### config.mk
export PLATFORM = sky130hd
export DESIGN_NAME = ws2812_rx
export DESIGN_NICKNAME = d
export VERILOG_FILES = /design/src/rtl/ws2812_pkg.sv /design/src/rtl/ws2812_pulse_meas.sv /design/src/rtl/ws2812_rx.sv
export SDC_FILE = /design/constraint.sdc
export NUM_CORES = 1
export LEC_CHECK = 0
export CORE_MARGIN = 2
export CORE_UTILIZATION = 50
export DETAILED_ROUTE_END_ITERATION = 7
export PLACE_DENSITY_LB_ADDON = 0.25
export SLEW_MARGIN = 15
export SYNTH_ARGS = -nofsm -noshare
export SYNTH_HDL_FRONTEND = slang
export SYNTH_SLANG_ARGS = --single-unit
### constraint.sdc
create_clock -name clk -period 4.6 [get_ports clk]
set_clock_uncertainty 0.15 [all_clocks]
set_input_delay 0.46 -clock clk [delete_from_list [all_inputs] [get_ports clk]]
set_output_delay 0.46 -clock clk [all_outputs]
set_load 0.01 [all_outputs]
### src/rtl/ws2812_pkg.sv
// ws2812_pkg: shared types and constants for the WS2812 receive decoder.
//   state_t        decoder FSM states (SYNC, IDLE, HIGH)
//   WORD_W         bits per colour word
//   ADDR_W         width of the word index within a frame
//   MAX_WORDS      words per frame before overflow
//   DEF_*          default pulse timing in clk cycles
package ws2812_pkg;

    typedef enum logic [1:0] {
        SYNC = 2'd0,
        IDLE = 2'd1,
        HIGH = 2'd2
    } state_t;

    localparam int unsigned WORD_W    = 24;
    localparam int unsigned ADDR_W    = 6;
    localparam int unsigned MAX_WORDS = 64;

    localparam int unsigned DEF_T_THRESH   = 32;
    localparam int unsigned DEF_T_HIGH_MIN = 8;
    localparam int unsigned DEF_T_HIGH_MAX = 56;
    localparam int unsigned DEF_T_LATCH    = 2000;
    localparam int unsigned DEF_CNT_W      = 16;

endpackage

### src/rtl/ws2812_pulse_meas.sv
// ws2812_pulse_meas: synchronises the raw LED data line and measures pulse widths.
//   clk, reset      clock, asynchronous active-low reset
//   din_i           raw serial line (asynchronous to clk)
//   rise_o, fall_o  one-cycle edge strobes on the synchronised line
//   high_cnt_o      length of the current/just-ended high run, saturating
//   low_cnt_o       length of the current low run, saturating
//   fwd_en_i, dout_fwd_o   (WS2812_RX_FWD_EN only) gated, re-timed copy of the line
module ws2812_pulse_meas #(
    parameter int unsigned CNT_W = 16
) (
    input  logic             clk,
    input  logic             reset,
`ifdef WS2812_RX_FWD_EN
    input  logic             fwd_en_i,
    output logic             dout_fwd_o,
`endif
    input  logic             din_i,
    output logic             rise_o,
    output logic             fall_o,
    output logic [CNT_W-1:0] high_cnt_o,
    output logic [CNT_W-1:0] low_cnt_o
);

    logic             sync1_q;
    logic             ds_q;
    logic             ds_prev_q;
    logic [CNT_W-1:0] high_cnt_q;
    logic [CNT_W-1:0] low_cnt_q;

    function automatic logic [CNT_W-1:0] sat_inc(input logic [CNT_W-1:0] v);
        return (&v) ? v : v + CNT_W'(1);
    endfunction

    // On the falling-edge cycle high_cnt_q still holds the full high width,
    // because it was last updated while ds_q was high.
    always_ff @(posedge clk or negedge reset) begin
        if (!reset) begin
            sync1_q    <= 1'b0;
            ds_q       <= 1'b0;
            ds_prev_q  <= 1'b0;
            high_cnt_q <= '0;
            low_cnt_q  <= '0;
        end else begin
            sync1_q    <= din_i;
            ds_q       <= sync1_q;
            ds_prev_q  <= ds_q;
            high_cnt_q <= ds_q ? sat_inc(high_cnt_q) : '0;
            low_cnt_q  <= ds_q ? '0 : sat_inc(low_cnt_q);
        end
    end

    assign rise_o     = ds_q & ~ds_prev_q;
    assign fall_o     = ~ds_q & ds_prev_q;
    assign high_cnt_o = high_cnt_q;
    assign low_cnt_o  = low_cnt_q;

`ifdef WS2812_RX_FWD_EN
    logic dout_fwd_q;

    always_ff @(posedge clk or negedge reset) begin
        if (!reset) begin
            dout_fwd_q <= 1'b0;
        end else begin
            dout_fwd_q <= ds_q & fwd_en_i;
        end
    end

    assign dout_fwd_o = dout_fwd_q;
`endif

endmodule

### src/rtl/ws2812_rx.sv
// ws2812_rx: WS2812 single-wire pulse-width decoder / loop-back monitor.
//   clk, reset   clock, asynchronous active-low reset
//   din          serial LED data line
//   en           decoder enable; low holds the FSM in SYNC with quiet outputs
//   word_valid   strobe: word_data / word_addr valid
//   word_data    24-bit word, first received bit in bit 23
//   word_addr    index of the word within the frame
//   frame_done   strobe on latch-gap detection
//   led_count    words in the last completed frame (0..64)
//   err          strobe on a malformed pulse or a partial word at latch
//   overflow     sticky, frame carried more than 64 words; cleared on frame_done
// Build option WS2812_RX_FWD_EN adds dout_fwd, the line re-timed by one clock
// and blanked until word 0 of the frame has been consumed.
module ws2812_rx
    import ws2812_pkg::*;
#(
    parameter int unsigned T_THRESH   = DEF_T_THRESH,
    parameter int unsigned T_HIGH_MIN = DEF_T_HIGH_MIN,
    parameter int unsigned T_HIGH_MAX = DEF_T_HIGH_MAX,
    parameter int unsigned T_LATCH    = DEF_T_LATCH,
    parameter int unsigned CNT_W      = DEF_CNT_W
) (
    input  logic              clk,
    input  logic              reset,
    input  logic              din,
    input  logic              en,
    output logic              word_valid,
    output logic [WORD_W-1:0] word_data,
    output logic [ADDR_W-1:0] word_addr,
    output logic              frame_done,
    output logic [ADDR_W:0]   led_count,
    output logic              err,
`ifdef WS2812_RX_FWD_EN
    output logic              dout_fwd,
`endif
    output logic              overflow
);

    localparam logic [CNT_W-1:0] THRESH_C = CNT_W'(T_THRESH);
    localparam logic [CNT_W-1:0] HMIN_C   = CNT_W'(T_HIGH_MIN);
    localparam logic [CNT_W-1:0] HMAX_C   = CNT_W'(T_HIGH_MAX);
    localparam logic [CNT_W-1:0] LATCH_C  = CNT_W'(T_LATCH);
    localparam logic [ADDR_W:0]  MAXW_C   = (ADDR_W + 1)'(MAX_WORDS);
    localparam logic [4:0]       LAST_BIT = 5'(WORD_W - 1);

    logic             rise, fall;
    logic [CNT_W-1:0] high_cnt, low_cnt;

    state_t            state_q;
    logic [WORD_W-2:0] shreg_q;
    logic [4:0]        bit_cnt_q;
    logic [ADDR_W:0]   word_idx_q;
    logic              word_valid_q, frame_done_q, err_q, overflow_q;
    logic [WORD_W-1:0] word_data_q;
    logic [ADDR_W-1:0] word_addr_q;
    logic [ADDR_W:0]   led_count_q;

    logic              bit_d;
    logic [WORD_W-1:0] shreg_d;
    logic              latched;

    ws2812_pulse_meas #(.CNT_W(CNT_W)) u_meas (
        .clk        (clk),
        .reset      (reset),
`ifdef WS2812_RX_FWD_EN
        .fwd_en_i   ((state_q != SYNC) && (word_idx_q != '0)),
        .dout_fwd_o (dout_fwd),
`endif
        .din_i      (din),
        .rise_o     (rise),
        .fall_o     (fall),
        .high_cnt_o (high_cnt),
        .low_cnt_o  (low_cnt)
    );

    assign bit_d   = (high_cnt >= THRESH_C);
    assign shreg_d = {shreg_q, bit_d};
    assign latched = (low_cnt >= LATCH_C);

    always_ff @(posedge clk or negedge reset) begin
        if (!reset) begin
            state_q      <= SYNC;
            shreg_q      <= '0;
            bit_cnt_q    <= '0;
            word_idx_q   <= '0;
            word_valid_q <= 1'b0;
            word_data_q  <= '0;
            word_addr_q  <= '0;
            frame_done_q <= 1'b0;
            led_count_q  <= '0;
            err_q        <= 1'b0;
            overflow_q   <= 1'b0;
        end else begin
            word_valid_q <= 1'b0;
            frame_done_q <= 1'b0;
            err_q        <= 1'b0;
            if (!en) begin
                // Silent abort: frame progress dropped, no strobes.
                state_q    <= SYNC;
                bit_cnt_q  <= '0;
                word_idx_q <= '0;
            end else begin
                case (state_q)
                    SYNC: begin
                        // A full latch gap starts a fresh frame; anything left
                        // from an aborted frame is dropped without frame_done.
                        if (latched) begin
                            state_q    <= IDLE;
                            bit_cnt_q  <= '0;
                            word_idx_q <= '0;
                        end
                    end
                    IDLE: begin
                        if (rise) begin
                            state_q <= HIGH;
                        end else if (latched && (bit_cnt_q != '0 || word_idx_q != '0)) begin
                            frame_done_q <= 1'b1;
                            err_q        <= (bit_cnt_q != '0);
                            led_count_q  <= word_idx_q;
                            word_idx_q   <= '0;
                            bit_cnt_q    <= '0;
                            overflow_q   <= 1'b0;
                        end
                    end
                    HIGH: begin
                        if (fall) begin
                            if (high_cnt < HMIN_C || high_cnt > HMAX_C) begin
                                err_q     <= 1'b1;
                                state_q   <= SYNC;
                                bit_cnt_q <= '0;
                            end else begin
                                state_q <= IDLE;
                                shreg_q <= shreg_d[WORD_W-2:0];
                                if (bit_cnt_q == LAST_BIT) begin
                                    bit_cnt_q <= '0;
                                    if (word_idx_q < MAXW_C) begin
                                        word_valid_q <= 1'b1;
                                        word_data_q  <= shreg_d;
                                        word_addr_q  <= word_idx_q[ADDR_W-1:0];
                                        word_idx_q   <= word_idx_q + 1'b1;
                                    end else begin
                                        overflow_q <= 1'b1;
                                    end
                                end else begin
                                    bit_cnt_q <= bit_cnt_q + 1'b1;
                                end
                            end
                        end else if (high_cnt > HMAX_C) begin
                            err_q     <= 1'b1;
                            state_q   <= SYNC;
                            bit_cnt_q <= '0;
                        end
                    end
                    default: state_q <= SYNC;
                endcase
            end
        end
    end

    assign word_valid = word_valid_q;
    assign word_data  = word_data_q;
    assign word_addr  = word_addr_q;
    assign frame_done = frame_done_q;
    assign led_count  = led_count_q;
    assign err        = err_q;
    assign overflow   = overflow_q;

endmodule

=== Yosys cells after proc, flatten, opt, wreduce, memory -nomap -nowiden ===
Index checks and enable logic that the tools add are counted.

* Add/sub/neg operators: 4
* Order comparisons: 5
* Equal/unequal tests: 21
* Muxes and demuxes: 53
* Bitwise gates (word level): 6
* Reductions and logical operators: 16

{| class="wikitable"
|+ Operator list
! operator !! count
|-
| 2-to-1 mux 16 bit || 4
|-
| 2-to-1 mux 7 bit || 8
|-
| 2-to-1 mux 5 bit || 8
|-
| adder 16 x 1 -> 16 bit, second input constant || 2
|-
| AND reduction 16 bit || 2
|-
| inequality test 3 bit, second input constant || 8
|-
| 2-to-1 mux 1 bit || 23
|-
| one-hot mux 7 bit (3 select lines) || 1
|-
| >= comparator 16 x 11 -> 1 bit, second input constant || 1
|-
| >= comparator 16 x 6 -> 1 bit, second input constant || 1
|-
| greater-than comparator 16 x 6 -> 1 bit, second input constant || 1
|-
| < comparator 16 x 4 -> 1 bit, second input constant || 1
|-
| AND reduction 8 bit || 2
|-
| one-hot mux 5 bit (3 select lines) || 1
|-
| inequality test 2 bit, second input constant || 7
|-
| 2-to-1 mux 2 bit || 5
|-
| AND reduction 4 bit || 2
|-
| adder 7 x 1 -> 7 bit, second input constant || 1
|-
| < comparator 7 bit, second input constant || 1
|-
| nonzero test 7 bit || 1
|-
| one-hot mux 2 bit (3 select lines) || 1
|-
| AND reduction 6 bit || 1
|-
| adder 5 x 1 -> 5 bit, second input constant || 1
|-
| equality test 5 bit, second input constant || 1
|-
| other kinds (15) || 21
|}

* Flip-flop bits (word level): 113
* Bits of input ports: 4
* Output and inout bits: 41
* Word-level logic and storage cells: 121

=== Logic depth before layout (Yosys ltp) ===
Gate-level depths: netlist (run 1).

* Depth in word-level cells: 7
* Mapped depth: 8
* Gate-level depth less buffers: 7

=== Hierarchy ===
From an unflattened synthesis (run 1), not the netlist that was laid out.

* Cell total of the unflattened synthesis: 562
* Area, all modules: 5327.6 µm²

{| class="wikitable"
|+ By module, submodules not included
! module !! times used !! cells an instance !! area each (µm²)
|-
| ws2812_rx || 1 || 373 || 3500.9
|-
| ws2812_pulse_meas || 1 || 189 || 1826.8
|}

=== Least setup slack after synthesis (run 1) ===
OpenSTA, ideal clock, no wires.

* Kind: reg-to-reg
* Start point: register u_meas.high_cnt_q[14] (netlist: u_meas.high_cnt_o[14])
* End point: register word_data_q[16] (netlist: word_data[16])
* Library setup time: 0.125 ns
* Arrival: 2.115 ns
* Slack: 2.210 ns
* Cell stages (with the launch flop): 8
* Buffers on the path: 2
* Cell sequence: dfrtp_1 -> nor4_4 -> o2111ai_2 -> or3_1 -> buf_2 -> nor2_2 -> buf_4 -> mux2_2

* Cells in the longest elaborated chain, start to end: 4
* Elaborated cells on any way between the ends: 5

{| class="wikitable"
|+ RTL lines
! what !! RTL line !! source
|-
| from (decl) || ws2812_pulse_meas.sv:27 || <nowiki>logic [CNT_W-1:0] high_cnt_q;</nowiki>
|-
| from (signal assigned) || ws2812_pulse_meas.sv:47 || <nowiki>high_cnt_q <= ds_q ? sat_inc(high_cnt_q) : '0;</nowiki>
|-
| < comparator 16 x 4 -> 1 bit / greater-than comparator 16 x 6 -> 1 bit (equally long branches) || ws2812_rx.sv:127 || <nowiki>if (high_cnt < HMIN_C || high_cnt > HMAX_C) begin</nowiki>
|-
| logical OR 1 bit (*) || ws2812_rx.sv:127 ||
|-
| NOT 1 bit (no source line) (*) || - ||
|-
| AND reduction 6 bit (no source line) (*) || - ||
|-
| to (signal assigned) || ws2812_rx.sv:138 || <nowiki>word_data_q <= shreg_d;</nowiki>
|-
| to (decl) || ws2812_rx.sv:54 || <nowiki>logic [WORD_W-1:0] word_data_q;</nowiki>
|}

Mark *: on every way between the ends. The rest lies on a longest branch, timed or not.
A chain may end at the register's enable or synchronous reset.

=== Worst setup path in the final report (run 1) ===
* Start point: register state_q[0]
* End point: register word_addr_q[3] (netlist: word_addr[3])

* Cells in the longest elaborated chain, start to end: 2

{| class="wikitable"
|+ RTL lines
! what !! RTL line !! source
|-
| from (decl) || ws2812_rx.sv:49 || <nowiki>state_t state_q;</nowiki>
|-
| from (signal assigned) || ws2812_rx.sv:82 || <nowiki>state_q <= SYNC;</nowiki>
|-
| from (signal assigned) || ws2812_rx.sv:99 || <nowiki>state_q <= SYNC;</nowiki>
|-
| from (signal assigned) || ws2812_rx.sv:108 || <nowiki>state_q <= IDLE;</nowiki>
|-
| equality test 2 bit || ws2812_rx.sv:103 || <nowiki>case (state_q)</nowiki>
|-
| AND reduction 6 bit (no source line) || - ||
|-
| to (signal assigned) || ws2812_rx.sv:139 || <nowiki>word_addr_q <= word_idx_q[ADDR_W-1:0];</nowiki>
|-
| to (decl) || ws2812_rx.sv:55 || <nowiki>logic [ADDR_W-1:0] word_addr_q;</nowiki>
|}

No other way between the ends.

==> impl_metrics.env, run 1 <==
export IMPL_diodes=0
export IMPL_grt_usage=0.199
export IMPL_fmax_mhz=343
export IMPL_yosys_area_top_type="dfrtp_1"
export IMPL_clock_sinks=113
export IMPL_syn_num_nets=532
export IMPL_switchingPower_mw=0.622
export IMPL_rr_startpoint="state_q[0]"
export IMPL_avgSynthCellArea_um2=10.4
export IMPL_io_buffers=44
export IMPL_drt_iter0_markers=168
export IMPL_cts_setup_buffers=0
export IMPL_cts_tree="built"
export IMPL_leakage_nw=2.99
export IMPL_die_w_um=108
export IMPL_layout_min_cycle_time_ps=2920
export IMPL_cp_num_buf_inv=3
export IMPL_postRouteAntennaNets=0
export IMPL_num_vias=3961
export IMPL_p_clk_frac=0.506
export IMPL_grt_max_degree=74
export IMPL_yosys_warnings=0
export IMPL_critical_path_class="register to register"
export IMPL_status="finished, final reports clean"
export IMPL_drive_above_1_share=0.130
export IMPL_rsz0062_at_grt="no"
export IMPL_ys_top_cells_by_area="dfrtp_1, nand2_1, mux2_2"
export IMPL_synth_seq_cells=113
export IMPL_cts_max_level=4
export IMPL_path_max_fanout=30
export IMPL_grt_ovfl_total=0
export IMPL_syn_area_um2=5380
export IMPL_setup_viol=0
export IMPL_die_area_um2=11600
export IMPL_cp_slowest_cell="or3_1"
export IMPL_cp_common_cell="buf_4"
export IMPL_r2r_slack_ps=1680
export IMPL_maxCapViolCount=0
export IMPL_postCtsResizedCells=0
export IMPL_synth_top_area_share=0.526
export IMPL_cts_buffer_depth=2
export IMPL_worstMarginPinSlew_ps=910
export IMPL_r2r_end="word_addr[3]"
export IMPL_grt_pass1_wl_um=18200
export IMPL_grt_pass1_vias=3795
export IMPL_final_cells=714
export IMPL_end_kind="register"
export IMPL_drv_slew=0
export IMPL_powerDensity_nw_per_um2=379
export IMPL_finalWirelength_um=10500
export IMPL_wl_per_cell_um=14.7
export IMPL_worst_hold_startpoint="u_meas.sync1_q"
export IMPL_place_inst=681
export IMPL_critPathTopFamily="simple AND/OR/NAND/NOR gates"
export IMPL_required_ps=4850
export IMPL_hold_path_class="register to register"
export IMPL_cp_arrival_ps=3170
export IMPL_p_sw_frac=0.252
export IMPL_async_flop_share=1.00
export IMPL_clkTransAtPathRegs_ps=60
export IMPL_cts_root_buf="clkbuf_8"
export IMPL_nNetsFinal=582
export IMPL_cts_buffers=17
export IMPL_die_h_um=108
export IMPL_p_int_mw=1.85
export IMPL_gp_congestion=0.882
export IMPL_preCtsSetupSlack_ps=1180
export IMPL_post_route_drc_count=0
export IMPL_ys_seq_area_frac=0.526
export IMPL_seqPwrFrac=0.414
export IMPL_avgViaCountPerCell=5.55
export IMPL_worstSetupStartpointType="register"
export IMPL_crit_chain="inv_1 > ha_1 > nand2_1 > or3_1 > buf_4 > nor2_2 > buf_4 > mux2_2"
export IMPL_clk_latency_ps=520
export IMPL_pwr_share_comb=0.080
export IMPL_dp_hpwl_um=6990
export IMPL_io_pins=45
export IMPL_worstHoldPathCells=0
export IMPL_grt_antenna_before_repair=0
export IMPL_hold_buffers=1
export IMPL_setup_slack_ps=1680
export IMPL_ir_drop_uv=313
export IMPL_synth_cell_types=54
export IMPL_area_growth_pct=21.3
export IMPL_relSlewSlack=0.393
export IMPL_worst_r2r_path_depth=8
export IMPL_synthCells=515
export IMPL_drtPass1Iterations=5
export IMPL_row_count=37
export IMPL_critPathMaxStageDelay_ps=430
export IMPL_min_to="u_meas.ds_q"
export IMPL_yosysMostFrequentCell="dfrtp_1"
export IMPL_initial_utilization=0.518
export IMPL_fin_setup_tns_ps=0
export IMPL_synth_top_flop_cell="dfrtp_1"
export IMPL_post_route_period_util=0.634
export IMPL_finalHoldViolations=0
export IMPL_core_um2=10400
export IMPL_synth_edf_count=0
export IMPL_yosys_top_cells_count="dfrtp_1, nand2_1, nor2_1, mux2_2, nand3_1"
placed cells by master (no fill, tap or decap), types with 7 or more instances in the layout:
master	netlist	final
a21oi_1	11	11
buf_4	4	8
clkbuf_16	0	16
clkdlybuf4s50_1	0	43
dfrtp_1	113	113
ha_1	13	13
inv_1	19	19
mux2_1	12	12
mux2_2	23	23
mux2i_1	7	7
nand2_1	86	86
nand3_1	21	21
nand4_1	9	9
nor2_1	34	34
nor3_1	12	11
o211ai_1	14	14
o21ai_0	20	20
or3_1	9	9
or4_1	7	7
xor2_1	11	11
worst max path at each step:
stage                          to  cells after the start  slack, ps             startpoint
floorplan           word_data[16]                      7       2210  u_meas.high_cnt_o[14]
finish               word_addr[3]                      8       1680             state_q[0]
CTS                  word_addr[3]                      8       1660             state_q[0]
global route         word_addr[3]                      8       1490             state_q[0]
detailed placement   word_addr[3]                      7       1180                     en
global placement    word_data[12]                      7       1210                     en
worst register-to-register path, stage by stage, from the launching register on:
cell,delay [ps]
dfrtp_1,410
inv_1,130
ha_1,330
nand2_1,270
or3_1,430
buf_4,220
nor2_2,100
buf_4,360
mux2_2,400
cell type report:
cell class	count	area, µm²
Fill cell	843	3850
Timing Repair Buffer	52	500
Sequential cell	113	2830
Tap cell	136	170
Multi-Input combinational cell	362	2380
Clock inverter	15	158
Clock buffer	17	414
Inverter	19	71.3
cell families after synthesis:
kind of cell    share of synthesized area
compound gates                     0.0903
xor+xnor                           0.0244
fa+ha+maj                          0.0303
buf+inv                            0.0323
flops                               0.526
mux                                0.0863
simple gates                        0.210
registers in the layout (all words and copies together), names as in the netlist:
name and flops:
state_q 2, u_meas.high_cnt_o 16, word_valid 1, u_meas.low_cnt_o 16, led_count 7, word_addr 6, u_meas.sync1_q 1, word_idx_q 7
bit_cnt_q 5, u_meas.ds_prev_q 1, shreg_q 23, overflow 1, word_data 24, frame_done 1, err 1, u_meas.ds_q 1
power by group through the flow:
stage | combinational (mW) | clock [mW] | sequential [mW]
after CTS | 0.201 | 1.27 | 1.02
final | 0.199 | 1.25 | 1.02
after global placement | 0.189 | 0 | 1.04
after global routing | 0.227 | 1.33 | 1.02
after detailed placement | 0.199 | 0 | 1.04
after floorplan | 0.138 | 0 | 1.04
metal layers:
metal | vias up | wire length [µm] | track usage
met5 | - | 0 | 0
met2 | 73 | 4940 | 0.296
li1 | 1935 | - | -
met3 | 14 | 415 | 0.0508
met4 | 0 | 148 | 0.0842
met1 | 1939 | 5010 | 0.278
per-stage QoR:
| step | util | area (µm²) | hold slack, ps | total power, mW |
|---|---|---|---|---|
| floorplan | - | 5380 | 14.4 | 1.17 |
| global placement | 0.573 | 5940 | 189 | 1.23 |
| detailed placement | 0.573 | 5940 | 195 | 1.24 |
| CTS | 0.629 | 6520 | 205 | 2.49 |
| global route | 0.629 | 6520 | 219 | 2.58 |
| finish | 0.629 | 6520 | 201 | 2.47 |
No activity file was read; power rests on OpenSTA's default activity.
==> run 2, diff against run 1 <==
clock period = 2.7 ns   (was 4.6 ns; I/O delays follow)
==> impl_metrics.env, run 2 (synthesis gave the netlist of run 1 again) <==
export IMPL_status="finished, final reports clean"
export IMPL_post_route_util=0.642
export IMPL_io_buffers=44
export IMPL_clk_latency_ps=520
export IMPL_setup_viol=0
export IMPL_cts_buffer_depth=2
export IMPL_grt_usage=0.203
export IMPL_grt_pass1_vias=3936
export IMPL_largest_reg_flops=24
export IMPL_r2r_slack_ps=200
export IMPL_cp_num_buf_inv=1
export IMPL_seqPwrFrac=0.399
export IMPL_fmax_mhz=400
export IMPL_grt_pass1_wl_um=18500
export IMPL_hold_path_class="input port to register"
export IMPL_critical_path_class="register to register"
export IMPL_finalWirelength_um=10900
export IMPL_final_cell_mix="dfrtp_1, nand2_1, clkdlybuf4s50_1"
export IMPL_cts_max_level=4
export IMPL_grt_antenna_before_repair=0
export IMPL_layout_min_cycle_time_ps=2500
export IMPL_avgViaCountPerCell=5.57
export IMPL_hold_buffers=1
export IMPL_cts_buffers=17
export IMPL_worstSetupStartpointType="register"
export IMPL_path_max_fanout=14
export IMPL_end_kind="register"
export IMPL_drive_above_1_share=0.145
export IMPL_drt_iter0_markers=175
export IMPL_postRouteAntennaNets=0
export IMPL_crit_chain="ha_1 > nand3_1 > or2_2 > nor4_2 > buf_4 > mux2i_1 > nor2_1"
export IMPL_leakage_nw=3.07
export IMPL_power_total_mw=4.36
export IMPL_cp_arrival_ps=2730
export IMPL_switchingPower_mw=1.08
export IMPL_postCtsResizedCells=0
export IMPL_io_pins=45
export IMPL_area_growth_pct=23.9
export IMPL_ir_drop_uv=378
export IMPL_post_route_drc_count=0
export IMPL_core_um2=10400
export IMPL_nNetsFinal=592
export IMPL_post_route_period_util=0.927
export IMPL_die_h_um=108
export IMPL_final_common_cell="dfrtp_1"
export IMPL_p_clk_frac=0.510
export IMPL_die_w_um=108
export IMPL_critPathMaxStageDelay_ps=440
export IMPL_cts_root_buf="clkbuf_8"
export IMPL_pwr_share_comb=0.092
export IMPL_relSlewSlack=0.585
export IMPL_critPathTopFamily="simple AND/OR/NAND/NOR gates"
export IMPL_grt_max_degree=50
export IMPL_cts_tree="built"
export IMPL_cp_slowest_cell="dfrtp_1"
export IMPL_diodes=0
export IMPL_die_area_um2=11600
export IMPL_drv_slew=0
export IMPL_finalHoldViolations=0
export IMPL_grt_ovfl_total=0
export IMPL_wl_per_cell_um=15.0
export IMPL_drtPass1Iterations=5
export IMPL_powerDensity_nw_per_um2=655
export IMPL_p_int_mw=3.28
export IMPL_rsz0062_at_grt="no"
export IMPL_row_count=37
export IMPL_initial_utilization=0.518
export IMPL_clock_sinks=113
export IMPL_gp_congestion=0.912
export IMPL_clkTransAtPathRegs_ps=60
export IMPL_whs_ps=51.4
export IMPL_num_vias=4030
export IMPL_required_ps=2930
export IMPL_p_sw_frac=0.247
export IMPL_dp_hpwl_um=7080
export IMPL_cts_setup_buffers=0
export IMPL_maxCapViolCount=0
export IMPL_fin_setup_tns_ps=0
export IMPL_worstMarginPinSlew_ps=617
run 2: cell count changes in the layout (fill, tap and decap cells not counted):
cell,before,now
buf_12,0,3
bufinv_16,2,3
buf_4,8,15
clkinv_4,3,4
clkinvlp_4,4,3
clkinv_2,3,2
run 2: per-stage QoR:
step | area, µm² | worst slack (ps) | cells
finish | 6660 | 198 | 724
CTS | 6660 | 195 | 724
global placement | 6050 | 295 | 691
global route | 6660 | 76.0 | 724
detailed placement | 6050 | 250 | 691
floorplan | 5380 | 310 | 515
run 2: metal layers:
layer / wire, µm / GRT usage
met4: 192 / 0.0916
met2: 5220 / 0.317
met5: 0 / 0
met3: 464 / 0.0533
met1: 4990 / 0.266
run 2: final cells by class:
class                      count  area [µm²]
tap                          136         170
fill                         823        3710
multi-input combinational    362        2380
timing repair buffer          62         613
inverter                      19        71.3
clock inverter                15         184
clock buffer                  17         414
sequential                   113        2830
run 2: path summary, 6_finish.rpt:
path | startpoint | to | cells past startpoint
worst max-delay path | u_meas.high_cnt_o[1] | u_meas.high_cnt_o[1] | 7
worst min-delay path | din | u_meas.sync1_q | 1
worst max register to register | u_meas.high_cnt_o[1] | u_meas.high_cnt_o[1] | 7
worst min register to register | u_meas.sync1_q | u_meas.ds_q | 0
max in group asynchronous | reset | shreg_q[7] | 3
min in group asynchronous | reset | led_count[1] | 2
run 2: power by group through the flow:
stage | Sequential (mW) | Clock [mW] | Combinational, mW
floorplan | 1.77 | 0 | 0.235
global placement | 1.77 | 0 | 0.380
detailed placement | 1.77 | 0 | 0.396
CTS | 1.74 | 2.27 | 0.402
global route | 1.74 | 2.35 | 0.445
finish | 1.74 | 2.22 | 0.401
==> run 3, diff against run 2 <==
CORE_ASPECT_RATIO = 1.25   (was not set)
clock period = 3.2 ns   (was 2.7 ns; I/O delays follow)
==> impl_metrics.env, run 3 (synthesis gave the netlist of run 1 again) <==
export IMPL_status="finished, final reports clean"
export IMPL_finalHoldViolations=0
export IMPL_layout_min_cycle_time_ps=2730
export IMPL_final_cells=714
export IMPL_r2r_end="word_data[7]"
export IMPL_power_total_mw=3.52
export IMPL_largest_reg_flops=24
export IMPL_hold_path_class="input port to register"
export IMPL_grt_antenna_before_repair=0
export IMPL_initial_utilization=0.512
export IMPL_gp_congestion=0.864
export IMPL_wl_per_cell_um=15.4
export IMPL_die_w_um=96.8
export IMPL_pwr_share_comb=0.085
export IMPL_grt_ovfl_total=0
export IMPL_drv_slew=0
export IMPL_place_inst=681
export IMPL_ir_drop_uv=350
export IMPL_drt_iter0_markers=186
export IMPL_post_route_period_util=0.854
export IMPL_fmax_mhz=366
export IMPL_placed_cell_area_um2=5960
export IMPL_worstSetupStartpointType="register"
export IMPL_clk_latency_ps=410
export IMPL_io_pins=45
export IMPL_seqPwrFrac=0.418
export IMPL_postCtsResizedCells=0
export IMPL_nNetsFinal=586
export IMPL_p_sw_frac=0.251
export IMPL_avgViaCountPerCell=5.66
export IMPL_setup_slack_ps=467
export IMPL_diodes=0
export IMPL_io_buffers=44
export IMPL_final_common_cell="dfrtp_1"
export IMPL_cts_buffers=17
export IMPL_cts_max_level=4
export IMPL_leakage_nw=3.00
export IMPL_required_ps=3340
export IMPL_worstMarginPinSlew_ps=897
export IMPL_final_cell_mix="dfrtp_1, nand2_1, clkdlybuf4s50_1"
export IMPL_fillers=848
export IMPL_end_kind="register"
export IMPL_drtPass1Iterations=4
export IMPL_cts_buffer_depth=2
export IMPL_row_count=42
export IMPL_postRouteAntennaNets=0
export IMPL_rr_startpoint="u_meas.high_cnt_o[1]"
export IMPL_grt_usage=0.205
export IMPL_switchingPower_mw=0.882
export IMPL_r2r_slack_ps=470
export IMPL_grt_max_degree=72
export IMPL_die_h_um=120
export IMPL_worst_r2r_path_depth=6
export IMPL_cts_tree="built"
export IMPL_p_int_mw=2.63
export IMPL_dp_hpwl_um=7250
export IMPL_endpoint="word_data[7]"
export IMPL_finalWirelength_um=11000
export IMPL_cts_root_buf="clkbuf_16"
export IMPL_path_max_fanout=30
export IMPL_maxCapViolCount=0
export IMPL_clkTransAtPathRegs_ps=50
export IMPL_area_growth_pct=21.5
export IMPL_worstSetupStartpoint="u_meas.high_cnt_o[1]"
export IMPL_core_um2=10500
export IMPL_grt_pass1_vias=4141
export IMPL_rsz0062_at_grt="no"
export IMPL_fin_setup_tns_ps=0
export IMPL_powerDensity_nw_per_um2=538
export IMPL_drive_above_1_share=0.134
export IMPL_preCtsSetupSlack_ps=509
export IMPL_clock_sinks=113
export IMPL_relSlewSlack=0.402
export IMPL_cp_arrival_ps=2880
export IMPL_die_area_um2=11600
export IMPL_p_clk_frac=0.497
export IMPL_final_area_um2=6530
export IMPL_critical_path_class="register to register"
export IMPL_setup_viol=0
export IMPL_num_vias=4039
export IMPL_post_route_drc_count=0
export IMPL_grt_pass1_wl_um=19300
## run 3: changes by cell type in the layout (fill, tap and decap cells not counted), sizes merged
cell | previous run | this run
buf | 18 | 12
bufinv | 3 | 1
clkinvlp | 3 | 5
clkbuf | 17 | 19
inv | 22 | 20
## run 3: per-stage QoR
step                hold slack (ps)  utilization
finish                          198        0.621
global route                    201        0.621
CTS                             180        0.621
detailed placement              194        0.568
global placement                199        0.568
floorplan                      -126            -
## run 3: how the worst min path moves through the flow
stage	depth (start not counted)	from	end
finish	1	din	u_meas.sync1_q
global route	1	din	u_meas.sync1_q
CTS	1	din	u_meas.sync1_q
detailed placement	0	u_meas.sync1_q	u_meas.ds_q
global placement	0	u_meas.sync1_q	u_meas.ds_q
floorplan	0	reset	bit_cnt_q[0]
## run 3: routing by layer
layer	part of all wire	GRT usage	routed length, µm
met1	0.44	0.241	4800
met2	0.51	0.355	5610
met3	0.033	0.0513	357
met4	0.019	0.0942	203
met5	0	0	0
## run 3: critical path: stages (launching register included)
cell and delay [ps]:
dfrtp_1 430, nor3_1 450, o2111ai_2 280, or3_1 440, nor2_2 90, buf_4 370
mux2_2 390
## run 3: timing repair
item / 4_1_cts / 5_1_grt
setup endpoints to repair: 0 / 0
buffers inserted: 0 / 0
endpoints found under the hold margin: 68 / 0
hold buffers: 1 / 0
## run 3: cell type report
class                      instances  area [µm²]  area share
tap                              132         165      0.0253
timing repair buffer              56         531      0.0812
multi-input combinational        362        2380       0.364
inverter                          19        71.3      0.0109
clock buffer                      19         443      0.0678
sequential                       113        2830       0.433
clock inverter                    13         114      0.0174
## run 3: power by group through the flow
stage	sequential [mW]	clock, mW	combinational (mW)
final	1.47	1.75	0.297
after CTS	1.47	1.78	0.300
after global placement	1.49	0	0.285
after global routing	1.47	1.85	0.339
after floorplan	1.49	0	0.198
after detailed placement	1.49	0	0.297
